## config.mk

```make
export PLATFORM = sky130hd
export DESIGN_NAME = gen1_skp_inserter
export DESIGN_NICKNAME = d
export VERILOG_FILES = /design/src/rtl/gen1_pkg.sv /design/src/rtl/gen1_skp_timer.sv /design/src/rtl/gen1_skp_inserter.sv
export SDC_FILE = /design/constraint.sdc
export NUM_CORES = 1
export LEC_CHECK = 0
export ABC_CLOCK_PERIOD_IN_PS = 2900
export BUFFER_PORTS_ARGS = -buffer_cell sky130_fd_sc_hd__buf_4
export CORE_ASPECT_RATIO = 1.1
export CORE_UTILIZATION = 38
export DETAILED_ROUTE_END_ITERATION = 6
export MAX_ROUTING_LAYER = met4
export PLACE_DENSITY = 0.78
export SLEW_MARGIN = 20
export SYNTH_ARGS = -nofsm -noshare
export SYNTH_HDL_FRONTEND = slang
export SYNTH_HIERARCHICAL = 1
export SYNTH_SLANG_ARGS = --single-unit
```

## constraint.sdc

```tcl
create_clock -name clk_i -period 2.9 [get_ports clk_i]
set_clock_uncertainty 0.1 [all_clocks]
set_input_delay 0.145 -clock clk_i [delete_from_list [all_inputs] [get_ports clk_i]]
set_output_delay 0.145 -clock clk_i [all_outputs]
set_load 0.05 [all_outputs]
```

## src/rtl/gen1_pkg.sv

```systemverilog
// Gen1 link-layer constants shared by the SKP inserter and its timer.
// Symbol encodings, the SKP ordered-set word and the inserter state type.
package gen1_pkg;

  localparam logic [7:0]  K28_5       = 8'hBC;
  localparam logic [7:0]  K28_0       = 8'h1C;
  localparam logic [31:0] SKP_WORD    = {K28_0, K28_0, K28_0, K28_5};
  localparam logic [1:0]  DATA_LEN_4B = 2'b10;

  typedef enum logic {
    ST_PASS,
    ST_SKP_WAIT
  } skp_state_e;

endpackage

```

## src/rtl/gen1_skp_timer.sv

```systemverilog
// SKP interval counter and forced-SKP request latch.
// Raises skp_pending_o until a SKP word is actually emitted.
module gen1_skp_timer #(
  parameter int SKP_INTERVAL_WORDS = 295
) (
  input  logic clk_i,
  input  logic rst_i,
  input  logic skp_req_i,
  input  logic word_sent_i,
  input  logic skp_sent_i,
  output logic skp_pending_o
);

  localparam int CW = $clog2(SKP_INTERVAL_WORDS + 1);
  localparam logic [CW-1:0] CNT_MAX = CW'(SKP_INTERVAL_WORDS);

  logic [CW-1:0] cnt_q;
  logic          req_q;

  // Emission clears the latch even if a new request arrives that cycle,
  // so a request coinciding with a SKP never produces a second one.
  always_ff @(posedge clk_i) begin
    if (rst_i) begin
      cnt_q <= '0;
      req_q <= 1'b0;
    end else begin
      if (skp_sent_i) begin
        cnt_q <= '0;
      end else if (word_sent_i && cnt_q != CNT_MAX) begin
        cnt_q <= cnt_q + 1'b1;
      end
      if (skp_sent_i) begin
        req_q <= 1'b0;
      end else if (skp_req_i) begin
        req_q <= 1'b1;
      end
    end
  end

  assign skp_pending_o = (cnt_q == CNT_MAX) || req_q;

endmodule

```

## src/rtl/gen1_skp_inserter.sv

```systemverilog
// Gen1 SKP ordered-set inserter in front of the scrambler.
// Emits PASS, SKP or IDLE every cycle; never splits a TS ordered set.
module gen1_skp_inserter
  import gen1_pkg::*;
#(
  parameter int SKP_INTERVAL_WORDS = 295
) (
  input  logic        clk_i,
  input  logic        rst_i,
  input  logic        in_valid_i,
  output logic        in_ready_o,
  input  logic [31:0] in_data_i,
  input  logic [3:0]  in_datak_i,
  input  logic [3:0]  in_ts_i,
  input  logic        in_scramble_en_i,
  input  logic        skp_req_i,
  output logic [31:0] data_o,
  output logic [3:0]  datak_o,
  output logic [3:0]  training_sequence_o,
  output logic [1:0]  data_len_o,
  output logic        scramble_enable_o,
  output logic        out_valid_o,
  output logic        skp_sent_o
);

  skp_state_e state_q, state_d;
  logic [1:0] ts_cnt_q;
  logic       skp_pending;
  logic       skp_emit;
  logic       accept;

  gen1_skp_timer #(
    .SKP_INTERVAL_WORDS(SKP_INTERVAL_WORDS)
  ) u_timer (
    .clk_i        (clk_i),
    .rst_i        (rst_i),
    .skp_req_i    (skp_req_i),
    .word_sent_i  (!rst_i && !skp_emit),
    .skp_sent_i   (skp_emit),
    .skp_pending_o(skp_pending)
  );

  always_ff @(posedge clk_i) begin
    if (rst_i) begin
      state_q <= ST_PASS;
    end else begin
      state_q <= state_d;
    end
  end

  always_comb begin
    state_d  = state_q;
    skp_emit = 1'b0;
    if (!rst_i) begin
      unique case (state_q)
        ST_PASS: begin
          if (skp_pending) begin
            if (ts_cnt_q == 2'd0) begin
              skp_emit = 1'b1;
            end else begin
              state_d = ST_SKP_WAIT;
            end
          end
        end
        ST_SKP_WAIT: begin
          if (ts_cnt_q == 2'd0) begin
            skp_emit = 1'b1;
            state_d  = ST_PASS;
          end
        end
        default: state_d = ST_PASS;
      endcase
    end
  end

  assign in_ready_o = !skp_emit;
  assign accept     = in_valid_i && !skp_emit && !rst_i;
  assign data_len_o = DATA_LEN_4B;

  // Position within a 4-word TS ordered set; SKP only at position 0.
  always_ff @(posedge clk_i) begin
    if (rst_i) begin
      ts_cnt_q <= 2'd0;
    end else if (accept && |in_ts_i) begin
      ts_cnt_q <= ts_cnt_q + 2'd1;
    end
  end

  always_ff @(posedge clk_i) begin
    if (rst_i) begin
      out_valid_o         <= 1'b0;
      data_o              <= '0;
      datak_o             <= '0;
      training_sequence_o <= '0;
      scramble_enable_o   <= 1'b0;
      skp_sent_o          <= 1'b0;
    end else begin
      out_valid_o <= 1'b1;
      skp_sent_o  <= skp_emit;
      if (skp_emit) begin
        data_o              <= SKP_WORD;
        datak_o             <= 4'hF;
        training_sequence_o <= 4'h0;
      end else if (accept) begin
        data_o              <= in_data_i;
        datak_o             <= in_datak_i;
        training_sequence_o <= in_ts_i;
        scramble_enable_o   <= in_scramble_en_i;
      end else begin
        data_o              <= '0;
        datak_o             <= '0;
        training_sequence_o <= '0;
      end
    end
  end

endmodule
```

After elaboration in Yosys (flattened, before gate mapping). Index checks and enable logic that the tools add are counted.

Register bits after elaboration: 56. Output and inout bits: 46. Word-level logic and storage cells: 43.

Mux-type cells: 12. Equality and inequality tests: 2. Add/sub/neg operators: 2. Reduce and logical (&&, ||, !) cells: 13. Bitwise operators: 3.

Operators with widths (number): $mux W29 (2); $add A9 B1 Y9 const B (1); $eq A9 B9 Y1 const B (1); $ne A9 B9 Y1 const B (1); $mux W4 (2); $mux W1 (6); $logic_and A1 B1 Y1 (5); $pmux W1 S2 (2); $reduce_or A4 Y1 (1); $not A1 Y1 (3); $reduce_or A3 Y1 (1); $add A2 B1 Y2 const B (1); $logic_not A1 Y1 (2); $logic_not A2 Y1 (1); $reduce_and A2 Y1 (1); $reduce_or A2 Y1 (1); $logic_or A1 B1 Y1 (1).

Depth between registers and ports, before layout. Gate-level depths: netlist of run 1.

Depth after elaboration: 10. Mapped depth: 10. Depth with buffers taken out: 8.

Hierarchy. Netlist of run 1, hierarchy kept.

By module, submodules not included: gen1_skp_inserter (cells each 122, instances 1, area an instance 1431.4 um^2); gen1_skp_timer (cells each 55, instances 1, area an instance 483.0 um^2).

Worst setup path before layout of run 1. OpenSTA, ideal clock, no wires.

Kind: register -> register. Start point: register u_timer.cnt_q[0]. End point: register u_timer.cnt_q[7]. Cell stages (with the launch flop): 9. Library setup time: 0.070 ns. Period minus slack after synthesis: 2.352 ns. Slack: 0.548 ns. Arrival time: 2.182 ns. Cell sequence: dfxtp_1 > ha_1 > and4bb_2 > a21o_1 > o21a_1 > nor2_1 > nand4_2 > or4_1 > a21oi_1.

Word-level cells in the longest chain between the ends: 8. Elaborated cells on any way between the ends: 11. Classes of those cells: 1 x add/sub; 2 x eq/ne; 3 x mux; 5 x reduce/logical.

Ends and longest elaborated chain: from (decl) (RTL line gen1_skp_timer.sv:17) `logic [CW-1:0] cnt_q;`; from (signal assigned) (RTL line gen1_skp_timer.sv:30) `cnt_q <= cnt_q + 1'b1;`; $eq A9 B9 Y1 * (RTL line gen1_skp_timer.sv:40) `assign skp_pending_o = (cnt_q == CNT_MAX) || req_q;`; $logic_or A1 B1 Y1 * (RTL line gen1_skp_timer.sv:40); via skp_pending (RTL line gen1_skp_inserter.sv:28) `logic skp_pending;`; $mux W1 * (RTL line gen1_skp_inserter.sv:57) `if (skp_pending) begin`; $pmux W1 S2 * (RTL line gen1_skp_inserter.sv:55) `unique case (state_q)`; $mux W1 * (RTL line gen1_skp_inserter.sv:54) `if (!rst_i) begin`; $logic_not A1 Y1 (RTL line gen1_skp_inserter.sv:38) `.word_sent_i (!rst_i && !skp_emit),`; $logic_and A1 B1 Y1 (RTL line gen1_skp_inserter.sv:38); $logic_and A1 B1 Y1 (RTL line gen1_skp_timer.sv:29) `end else if (word_sent_i && cnt_q != CNT_MAX) begin`.

The timed path passes the listed nets; every way through them passes the cells marked *. A chain may end at the register's enable or synchronous reset.

Worst setup path in the final report of run 1. Ends and elaborated chain as after synthesis.

==> summary.md, run 1 <==
| Metric | Value |
|---|---|
| Pin count of the biggest net entering global routing | 42 |
| Max-Cap Viols | 0 |
| LEAKAGE | 1.576 nW |
| Critical path class | flop to flop |
| Starting Density | 0.4031 |
| GP Congestion | 0.7483 |
| P_sw | 0.0005586 W |
| First-pass DRT Iterations | 4 |
| Slew Limit Fails | 0 |
| Vias per Instance | 4.796 |
| Post-Layout Inst Area | 3110 sq um |
| WP data arrival | 2710 ps |
| First-pass GRT wire length | 7562 microns |
| Routed Antenna Nets | 0 |
| Dpl cells | 311 |
| Crit path time final | 2571 ps |
| Area of the multi-input gates | 701.9 sq um |
| Layout cells sized above 1 | 0.3464 |
| Worst hold slack | 61.95 ps |
| Flop pwr share | 0.486 |
| Max clock buf depth | 2 |
| Final hold vios | 0 |
| Clk Latency, worst-skew pair | 300 ps |
| Row count | 26 |
| Total gr overflow | 0 |
| H-tree levels | 2 |
| Total Nets Final | 352 |
| Routed WL per cell | 12.59 microns |
| Worst setup EP type | flop |
| Worst path required time | 3040 ps |
| I/O pins | 91 |
| Die span in x | 69.68 microns |
| Port Buf Inserts | 88 |
| Worst-path clk slew | 90 ps |
| Fillers | 386 |
| Unrepaired setup endpoints after global routing | no |
| Avg Inst Size Synth | 10.82 sq um |
| Status | complete, no violations |
| CTS buffer count | 5 |
| VDD IR max | 0.0004016 V |
| Most frequent cells in the layout | buf_4 (89), dfxtp_1 (56), dlygate4sd3_1 (43) |
| Final WL | 4556 microns |
| Final setup vio count | 0 |
| Mapped Nets | 224 |
| Sequential Area | 1121 sq um |
| Core area | 4750 sq um |
| Via count | 1736 |
| Sink Count | 56 |
| Ant diodes | 0 |
| Post-Layout Cell Count | 362 |
| Residual DRC count | 0 |
| Fin crit share | 0.8865 |
| P_int | 0.001191 W |
| CTS tree | done |
| Vias in the first global route | 1730 |
| Crit path max fanout | 6 |
| Post-synthesis cell type count | 37 |
| Total global-route track usage | 0.1811 |
| DIE AREA | 5326 sq um |
| Synth-to-Final Area Change | 62.48% |
| Die Y | 76.44 microns |
| Most common cell after layout, fill and taps aside | buf_4 |
| Worst-Margin Slew | 778.1 ps |
| Area after DPL | 2591 sq um |
| Root buffer cell | clkbuf_8 |
| Fmax | 389.0 MHz |
| Fin Setup TNS | 0 ps |
| Post-synthesis cell count | 177 |
| P per Cell Area | 562.5 nW/um^2 |
| Combinational power share | 0.276 |
| YS warnings | 6 |
| Max_slew headroom | 0.4802 |
| Seq/Total Area, Yosys | 0.5856 |
| Worst Hold Class | input port to flop |
| Total power | 0.001749 W |
| Clock Power Share | 0.238 |
| Resize count post-CTS | 0 |
| Startpoint class of the critical path | flop |
| DRT iter0 DRCs | 37 |
| Antenna violations before repair | 0 |
| HPWL after DPL | 2766 microns |
| Synthesized cell area | 1914 sq um |
| Net Sw Frac | 0.3193 |
| Seq cells post-synth | 56 |
==> Yosys cell counts (all sizes together) <==
cell	count	share of area
a211o	1	0.0052
ha	2	0.013
o31ai	3	0.012
and3	22	0.072
a21boi	1	0.0039
and4bb	2	0.013
xnor2	1	0.0046
o311ai	2	0.0092
o21a	1	0.0039
conb	2	0.0039
nor2b	1	0.0072
or3	2	0.0065
inv	8	0.016
nor2	7	0.014
o21bai	1	0.0039
clkbuf	5	0.011
dfxtp	56	0.59
nand4	2	0.0098
a21o	19	0.075
nand2	8	0.016
nor3	2	0.0052
nand3	2	0.0052
buf	6	0.021
nor3b	2	0.010
o21ai	3	0.0098
or4	3	0.012
or2	1	0.0033
nand2b	1	0.0072
mux2i	2	0.010
nor4	1	0.0065
o41ai	2	0.0092
a21oi	6	0.016
==> layer usage <==
layer	share of wire	wire length (microns)	vias up	global-route usage
li1	-	-	868	-
met1	0.38	1743	796	0.1744
met2	0.55	2496	64	0.3583
met3	0.053	240	8	0.03307
met4	0.017	76	0	0.05600
met5	0	0	-	-
==> stage by stage <==
step / setup slack, ps / utilization
final: 329.1 / 0.6549
after global routing: 147.4 / 0.6549
after CTS: 322.0 / 0.6549
after detailed placement: 366.9 / 0.5456
after global placement: 435.4 / 0.5456
after floorplan: 547.7 / -
==> repair_timing <==
action                                 4_1_cts  5_1_grt
hold buffers                                43        0
endpoints found under the hold margin       43        0
buffers inserted                             0        0
==> final cells by class <==
type | instances | share of cell area
clock buffers | 6 | 0.02333
clock inverters | 2 | 0.005229
inverters | 8 | 0.009654
multi-input cells | 102 | 0.2257
flip-flops and latches | 56 | 0.3604
well taps | 56 | 0.02253
repair buffers | 132 | 0.3532
==> flip-flops by register name, summed over array words and instances (netlist names) <==
name,cells
data_o,32
u_timer/cnt_q,9
datak_o,4
training_sequence_o,4
ts_cnt_q,2
out_valid_o,1
scramble_enable_o,1
skp_sent_o,1
state_q,1
u_timer/req_q,1
==> kinds of logic (layout without fill, tap and decap cells) <==
kind of cell | Yosys count | after routing | share of synthesized area
adder cells (fa/ha/maj) | 2 | 2 | 0.01307
flip-flops | 56 | 56 | 0.5856
AND/OR/NAND/NOR | 56 | 56 | 0.1876
other | 2 | 2 | 0.003923
buffers and inverters | 19 | 148 | 0.04771
multiplexers | 2 | 2 | 0.01046
AO/OA/AOI/OAI | 39 | 39 | 0.1471
XOR/XNOR | 1 | 1 | 0.004576
==> critical path, cell delays in order, from the launching register on <==
cell and delay (ps):
dfxtp_1 350, ha_1 240, and4bb_2 260, a21o_1 220, o21a_1 250, nor2_1 240
nand4_2 200, or4_1 500, a21oi_1 150
==> worst paths after layout <==
| kind | cells after the start | start | to | slack, ps |
|---|---|---|---|---|
| setup / recovery | 8 | u_timer/cnt_q[0] | u_timer/cnt_q[7] | 330 |
| hold reg to reg | 1 | ts_cnt_q[0] | ts_cnt_q[0] | 380 |
| hold / removal | 3 | in_valid_i | ts_cnt_q[1] | 60 |
| setup reg to reg | 8 | u_timer/cnt_q[0] | u_timer/cnt_q[7] | 330 |
==> power by group through the flow <==
stage | Sequential (W) | Combinational, W | Clock [W]
after CTS | 0.000850 | 0.000484 | 0.000429
after global placement | 0.000866 | 0.000433 | 0
after detailed placement | 0.000867 | 0.000437 | 0
final | 0.000850 | 0.000484 | 0.000416
after global routing | 0.000856 | 0.000512 | 0.000465
after floorplan | 0.00104 | 0.000118 | 0
No activity file was read; power rests on OpenSTA's default activity.
==> run 2: changes to the inputs <==
--- a/config.mk
+++ b/config.mk
@@ -8,10 +8,10 @@
 export ABC_CLOCK_PERIOD_IN_PS = 2900
 export BUFFER_PORTS_ARGS = -buffer_cell sky130_fd_sc_hd__buf_4
 export CORE_ASPECT_RATIO = 1.1
-export CORE_UTILIZATION = 38
+export CORE_UTILIZATION = 33
 export DETAILED_ROUTE_END_ITERATION = 6
 export MAX_ROUTING_LAYER = met4
-export PLACE_DENSITY = 0.78
+export PLACE_DENSITY = 0.7
 export SLEW_MARGIN = 20
 export SYNTH_ARGS = -nofsm -noshare
 export SYNTH_HDL_FRONTEND = slang
==> run 2 against run 1 <==
  * Setup slack gained 4.5 ps
  * Core utilization shrank 8.3 points
  * Clock power grew 22%
  * Critical path type unchanged
  * Highest routed layer unchanged
==> summary.md, run 2 (same netlist as run 1, synthesis figures left out) <==
| Metric | Value |
|---|---|
| Worst Setup EP | u_timer/cnt_q[7] |
| CTS buffer count | 5 (unchanged) |
| R2r endpoint | u_timer/cnt_q[7] |
| Global route hottest layer | met2 |
| Fillers | 475 (+23%) |
| Largest regs | data_o x32, u_timer/cnt_q x9 |
| Total global-route track usage | 0.1509 (-0.03019) |
| Vias in the first global route | 1585 (-8.4%) |
| Die span in x | 74.62 microns (+7.1%) |
| Max clock buf depth | 2 (unchanged) |
| Worst reg2reg path startpoint | u_timer/cnt_q[0] |
| Most frequent cells in the layout | buf_4 (89), dfxtp_1 (56), dlygate4sd3_1 (42) |
| Largest register FFs | 32 (unchanged) |
| Total gr overflow | 0 (unchanged) |
| Port Buf Inserts | 88 (unchanged) |
| Max_slew headroom | 0.4732 (-0.006980) |
| Row count | 28 (+7.7%) |
| Routed WL per cell | 11.94 microns (-5.1%) |
| Sequential Area | 1121 sq um (unchanged) |
| Unrepaired setup endpoints after global routing | no |
| H-tree levels | 2 (unchanged) |
| Top reg by flops | data_o |
| I/O pins | 91 (unchanged) |
| Worst hold slack | 5.923 ps (-56.02 ps) |
| Met1 usage | 0.1573 (-0.01716) |
| Root buffer cell | clkbuf_8 |
| Vias per Instance | 4.466 (-6.9%) |
| Routed Antenna Nets | 0 (unchanged) |
| R2R cell count | 8 (unchanged) |
| Antenna violations before repair | 0 (unchanged) |
| Total Nets Final | 351 (-0.28%) |
| Final hold vios | 0 (unchanged) |
| Slew Limit Fails | 0 (unchanged) |
| Startpoint class of the critical path | flop |
| Synth-to-Final Area Change | 64.38% |
| Final setup vio count | 0 (unchanged) |
| Die Y | 81.88 microns (+7.1%) |
| Global Route met2 Usage | 0.2766 (-0.08168) |
| Most common cell after layout, fill and taps aside | buf_4 |
| Crit path max fanout | 6 (unchanged) |
| Met3 Use GR | 0.03804 (+0.004968) |
| WP data arrival | 2700 ps (about the same) |
| Fin Setup TNS | 0 ps (unchanged) |
| Worst setup EP type | flop |
| CP startpoint | u_timer/cnt_q[0] |
| DRT iter0 DRCs | 78 (+110%) |
| Fmax | 389.7 MHz (+0.18%) |
| P per Cell Area | 585.1 nW/um^2 (+4.0%) |
| VDD IR max | 0.0003188 V (-21%) |
| Max-Cap Viols | 0 (unchanged) |
| Ant diodes | 0 (unchanged) |
| GP Congestion | 0.7132 (-4.7%) |
| Via count | 1697 (-2.2%) |
| Dpl cells | 330 (+6.1%) |
| Hold Path Depth | 2 (-1) |
| HPWL after DPL | 2849 microns (+3.0%) |
| Sink Count | 56 (unchanged) |
| Core area | 5500 sq um (+16%) |
| Status | complete, no violations |
| Worst path required time | 3040 ps (about the same) |
| First-pass DRT Iterations | 4 (unchanged) |
| Post-Layout Cell Count | 380 (+5.0%) |
| Total power | 0.001841 W (+5.2%) |
| Final WL | 4539 microns (-0.37%) |
| Clk Latency, worst-skew pair | 300 ps (about the same) |
| DIE AREA | 6110 sq um (+15%) |
| First-pass GRT wire length | 6762 microns (-11%) |
| Residual DRC count | 0 (unchanged) |
| Fin crit share | 0.8850 (-0.001553) |
| Pin count of the biggest net entering global routing | 42 (unchanged) |
| Worst-path clk slew | 100 ps (about the same) |
| Critical path class | flop to flop |
| Area of the multi-input gates | 701.9 sq um (unchanged) |
| Layout cells sized above 1 | 0.3508 (+0.004414) |
| Worst-Margin Slew | 788.6 ps (+10.45 ps) |
| Crit path time final | 2566 ps (-4.503 ps) |
| R2R setup slack | 330 ps (about the same) |
| CTS tree | done |
| Worst Hold Class | input port to flop |
| LEAKAGE | 1.585 nW (+0.54%) |
| Starting Density | 0.3480 (-0.05501) |
==> run 2: report_power, final <==
| group | internal (W) | switching, W | total, W |
|---|---|---|---|
| logic | 0.000189 | 0.000293 | 0.000483 |
| clock network | 0.000256 | 0.000253 | 0.000509 |
| registers | 0.000828 | 0.0000209 | 0.000849 |
| total | 0.00127 | 0.000567 | 0.00184 |
==> run 2: metrics by stage <==
stage                 util  setup WS, ps  cell area, sq um
floorplan                -         547.7              1914
global placement    0.4754         428.0              2615
detailed placement  0.4754         367.2              2615
CTS                 0.5721         331.0              3147
global route        0.5721         191.6              3147
finish              0.5721         333.6              3147
==> run 2: per-layer routing <==
metal | wire (microns) | vias to the layer above | share of wire
li1 | - | 865 | -
met1 | 1821 | 769 | 0.40
met2 | 2428 | 58 | 0.53
met3 | 238 | 5 | 0.052
met4 | 51 | 0 | 0.011
met5 | 0 | - | 0
==> run 2: layout make-up <==
cell class	instances	area share
Sequential cell	56	0.3563
Timing Repair Buffer	131	0.3459
Multi-Input combinational cell	102	0.2231
Tap cell	75	0.02982
Clock buffer	5	0.02187
Clock inverter	3	0.01352
Inverter	8	0.009543
==> run 2: critical path: stages (launching register included) <==
cell and delay, ps:
dfxtp_1 350, ha_1 230, and4bb_2 260, a21o_1 210, o21a_1 250, nor2_1 240, nand4_2 210, or4_1 500
a21oi_1 150
==> run 2: worst min-delay path by stage <==
| stage | startpoint | to |
|---|---|---|
| final | rst_i | state_q |
| after global routing | rst_i | state_q |
| after CTS | rst_i | state_q |
| after detailed placement | in_data_i[3] | data_o[3] |
| after global placement | in_data_i[12] | data_o[12] |
| after floorplan | rst_i | skp_sent_o |
==> run 2: timing repair <==
item / CTS / global route
hold buffers: 42 / 0
setup buffers: 0 / 0
hold endpoints to repair: 42 / 0
resized for setup: 0 / 0
endpoints found under the setup margin: 0 / 0
==> run 3: changes to the inputs <==
--- a/config.mk
+++ b/config.mk
@@ -11,7 +11,7 @@
 export CORE_UTILIZATION = 33
 export DETAILED_ROUTE_END_ITERATION = 6
 export MAX_ROUTING_LAYER = met4
-export PLACE_DENSITY = 0.7
+export PLACE_DENSITY_LB_ADDON = 0.1
 export SLEW_MARGIN = 20
 export SYNTH_ARGS = -nofsm -noshare
 export SYNTH_HDL_FRONTEND = slang
==> run 3 against run 2 <==
  * Setup slack improved by 17 ps
  * Core utilization shrank 0.091 points
  * Critical endpoint unchanged
  * Total power shrank 3.0%
  * Die area did not move
  * Sequential power about the same
  * Fmax up 0.67%
  * Largest power group unchanged
==> summary.md, run 3 (same netlist as run 1, synthesis figures left out) <==
| Metric | Value |
|---|---|
| Port Buf Inserts | 88 (unchanged) |
| Critical path's slowest cell | or4_1 |
| Fin Setup TNS | 0 ps (unchanged) |
| Via count | 1693 (-0.24%) |
| Fmax | 392.3 MHz (+0.67%) |
| I/O pins | 91 (unchanged) |
| Root buffer cell | clkbuf_8 |
| GP Congestion | 0.7431 (+4.2%) |
| Total Nets Final | 352 (+0.28%) |
| Largest regs | data_o x32, u_timer/cnt_q x9 |
| Antenna violations before repair | 0 (unchanged) |
| Layout cells sized above 1 | 0.3497 (-0.001146) |
| CTS tree | done |
| P per Cell Area | 568.4 nW/um^2 (-2.9%) |
| Core Util, Final | 0.5712 (-0.0009100) |
| Max-Cap Viols | 0 (unchanged) |
| Final setup vio count | 0 (unchanged) |
| Starting Density | 0.3480 (unchanged) |
| Residual DRC count | 0 (unchanged) |
| First-pass GRT wire length | 7258 microns (+7.3%) |
| Crit-path cells | ha_1, and4bb_2, a21o_1, o21a_1, nor2_1, nand4_2, or4_1, a21oi_1 |
| Fin crit share | 0.8791 (-0.005868) |
| VDD IR max | 0.0003508 V (+10%) |
| Status | complete, no violations |
| CTS buffer count | 5 (unchanged) |
| CP delay by family, top | simple AND/OR/NAND/NOR gates |
| Worst Hold Class | input port to flop |
| HPWL after DPL | 2861 microns (+0.41%) |
| Most common cell after layout, fill and taps aside | buf_4 |
| Vias in the first global route | 1669 (+5.3%) |
| First-pass DRT Iterations | 4 (unchanged) |
| Core area | 5500 sq um (unchanged) |
| Max stage delay on crit path | 500 ps (about the same) |
| Top reg by flops | data_o |
| Post-Layout Cell Count | 381 (+0.26%) |
| Worst-Margin Slew | 787.3 ps (-1.219 ps) |
| Die Y | 81.88 microns (unchanged) |
| Sink Count | 56 (unchanged) |
| LEAKAGE | 1.586 nW (+0.10%) |
| Total gr overflow | 0 (unchanged) |
| Pin count of the biggest net entering global routing | 42 (unchanged) |
| Total global-route track usage | 0.1625 (+0.01162) |
| Crit path max fanout | 6 (unchanged) |
| Final hold vios | 0 (unchanged) |
| H-tree levels | 2 (unchanged) |
| Crit path time final | 2549 ps (-17.02 ps) |
| Most frequent cells in the layout | buf_4 (89), dfxtp_1 (56), dlygate4sd3_1 (43) |
| Startpoint class of the critical path | flop |
| Row count | 28 (unchanged) |
| Vias per Instance | 4.444 (-0.50%) |
| Slew Limit Fails | 0 (unchanged) |
| Max clock buf depth | 2 (unchanged) |
| Worst Path Buf+Inv | 0 (unchanged) |
| Worst setup EP type | flop |
| Unrepaired setup endpoints after global routing | no |
| DRT iter0 DRCs | 39 (-50%) |
| Worst path required time | 3040 ps (about the same) |
| Total power | 0.001786 W (-3.0%) |
| Ant diodes | 0 (unchanged) |
| Routed WL per cell | 12.03 microns (+0.75%) |
| Worst-path clk slew | 100 ps (about the same) |
| Dpl cells | 330 (unchanged) |
| Synth-to-Final Area Change | 64.12% |
| Clk Latency, worst-skew pair | 310 ps (about the same) |
| Max_slew headroom | 0.4740 (+0.0008150) |
| Resize count post-CTS | 0 (unchanged) |
| Die span in x | 74.62 microns (unchanged) |
| Largest register FFs | 32 (unchanged) |
| Final WL | 4585 microns (+1.0%) |
| Routed Antenna Nets | 0 (unchanged) |
| WP data arrival | 2690 ps (about the same) |
| DIE AREA | 6110 sq um (unchanged) |
| Critical path class | flop to flop |
==> run 3: final timing paths <==
check                    from          endpoint  slack [ps]  cells past startpoint
min                in_valid_i       ts_cnt_q[0]          50                      3
min reg2reg  u_timer/cnt_q[8]  u_timer/cnt_q[8]         380                      2
max          u_timer/cnt_q[0]  u_timer/cnt_q[7]         350                      8
max reg2reg  u_timer/cnt_q[0]  u_timer/cnt_q[7]         350                      8
==> run 3: cell type report <==
class	instances	area, sq um
clock buffer	6	82.58
clock inverter	2	13.76
fill	497	2359
inverter	8	30.03
multi-input combinational	102	701.9
sequential	56	1121
tap	75	93.84
timing repair buffer	132	1099
==> run 3: worst reg2reg max path, delay by kind of cell (launching register included) <==
kind / cells / cell delay, ps
AOI/OAI and AO/OA: 3 / 610
adders and majority gates: 1 / 230
DFF: 1 / 360
and+or+nand+nor: 4 / 1190
==> run 3: repair_timing <==
| item | 4_1_cts | 5_1_grt |
|---|---|---|
| hold buffers | 43 | 0 |
| setup buffers | 0 | 0 |
| hold endpoints to repair | 44 | 0 |
| endpoints found under the setup margin | 0 | 0 |
==> run 3: report_power, final <==
part	internal, W	switching [W]
Sequential	0.000829	0.0000226
Combinational	0.000190	0.000294
Clock	0.000196	0.000255
==> run 3: metal layers <==
metal | routed length, microns | vias up | global-route usage
met5 | 0 | - | -
met2 | 2437 | 59 | 0.2937
met3 | 231 | 2 | 0.04294
met4 | 27 | 0 | 0.06792
li1 | - | 868 | -
met1 | 1888 | 764 | 0.1640
==> run 3: stage by stage <==
| step | hold slack [ps] | area (sq um) | setup WS, ps |
|---|---|---|---|
| CTS | 38.52 | 3142 | 335.1 |
| detailed placement | 242.1 | 2615 | 377.9 |
| floorplan | 121.1 | 1914 | 547.7 |
| global route | 39.65 | 3142 | 157.6 |
| finish | 49.41 | 3142 | 350.6 |
| global placement | 237.4 | 2615 | 410.0 |
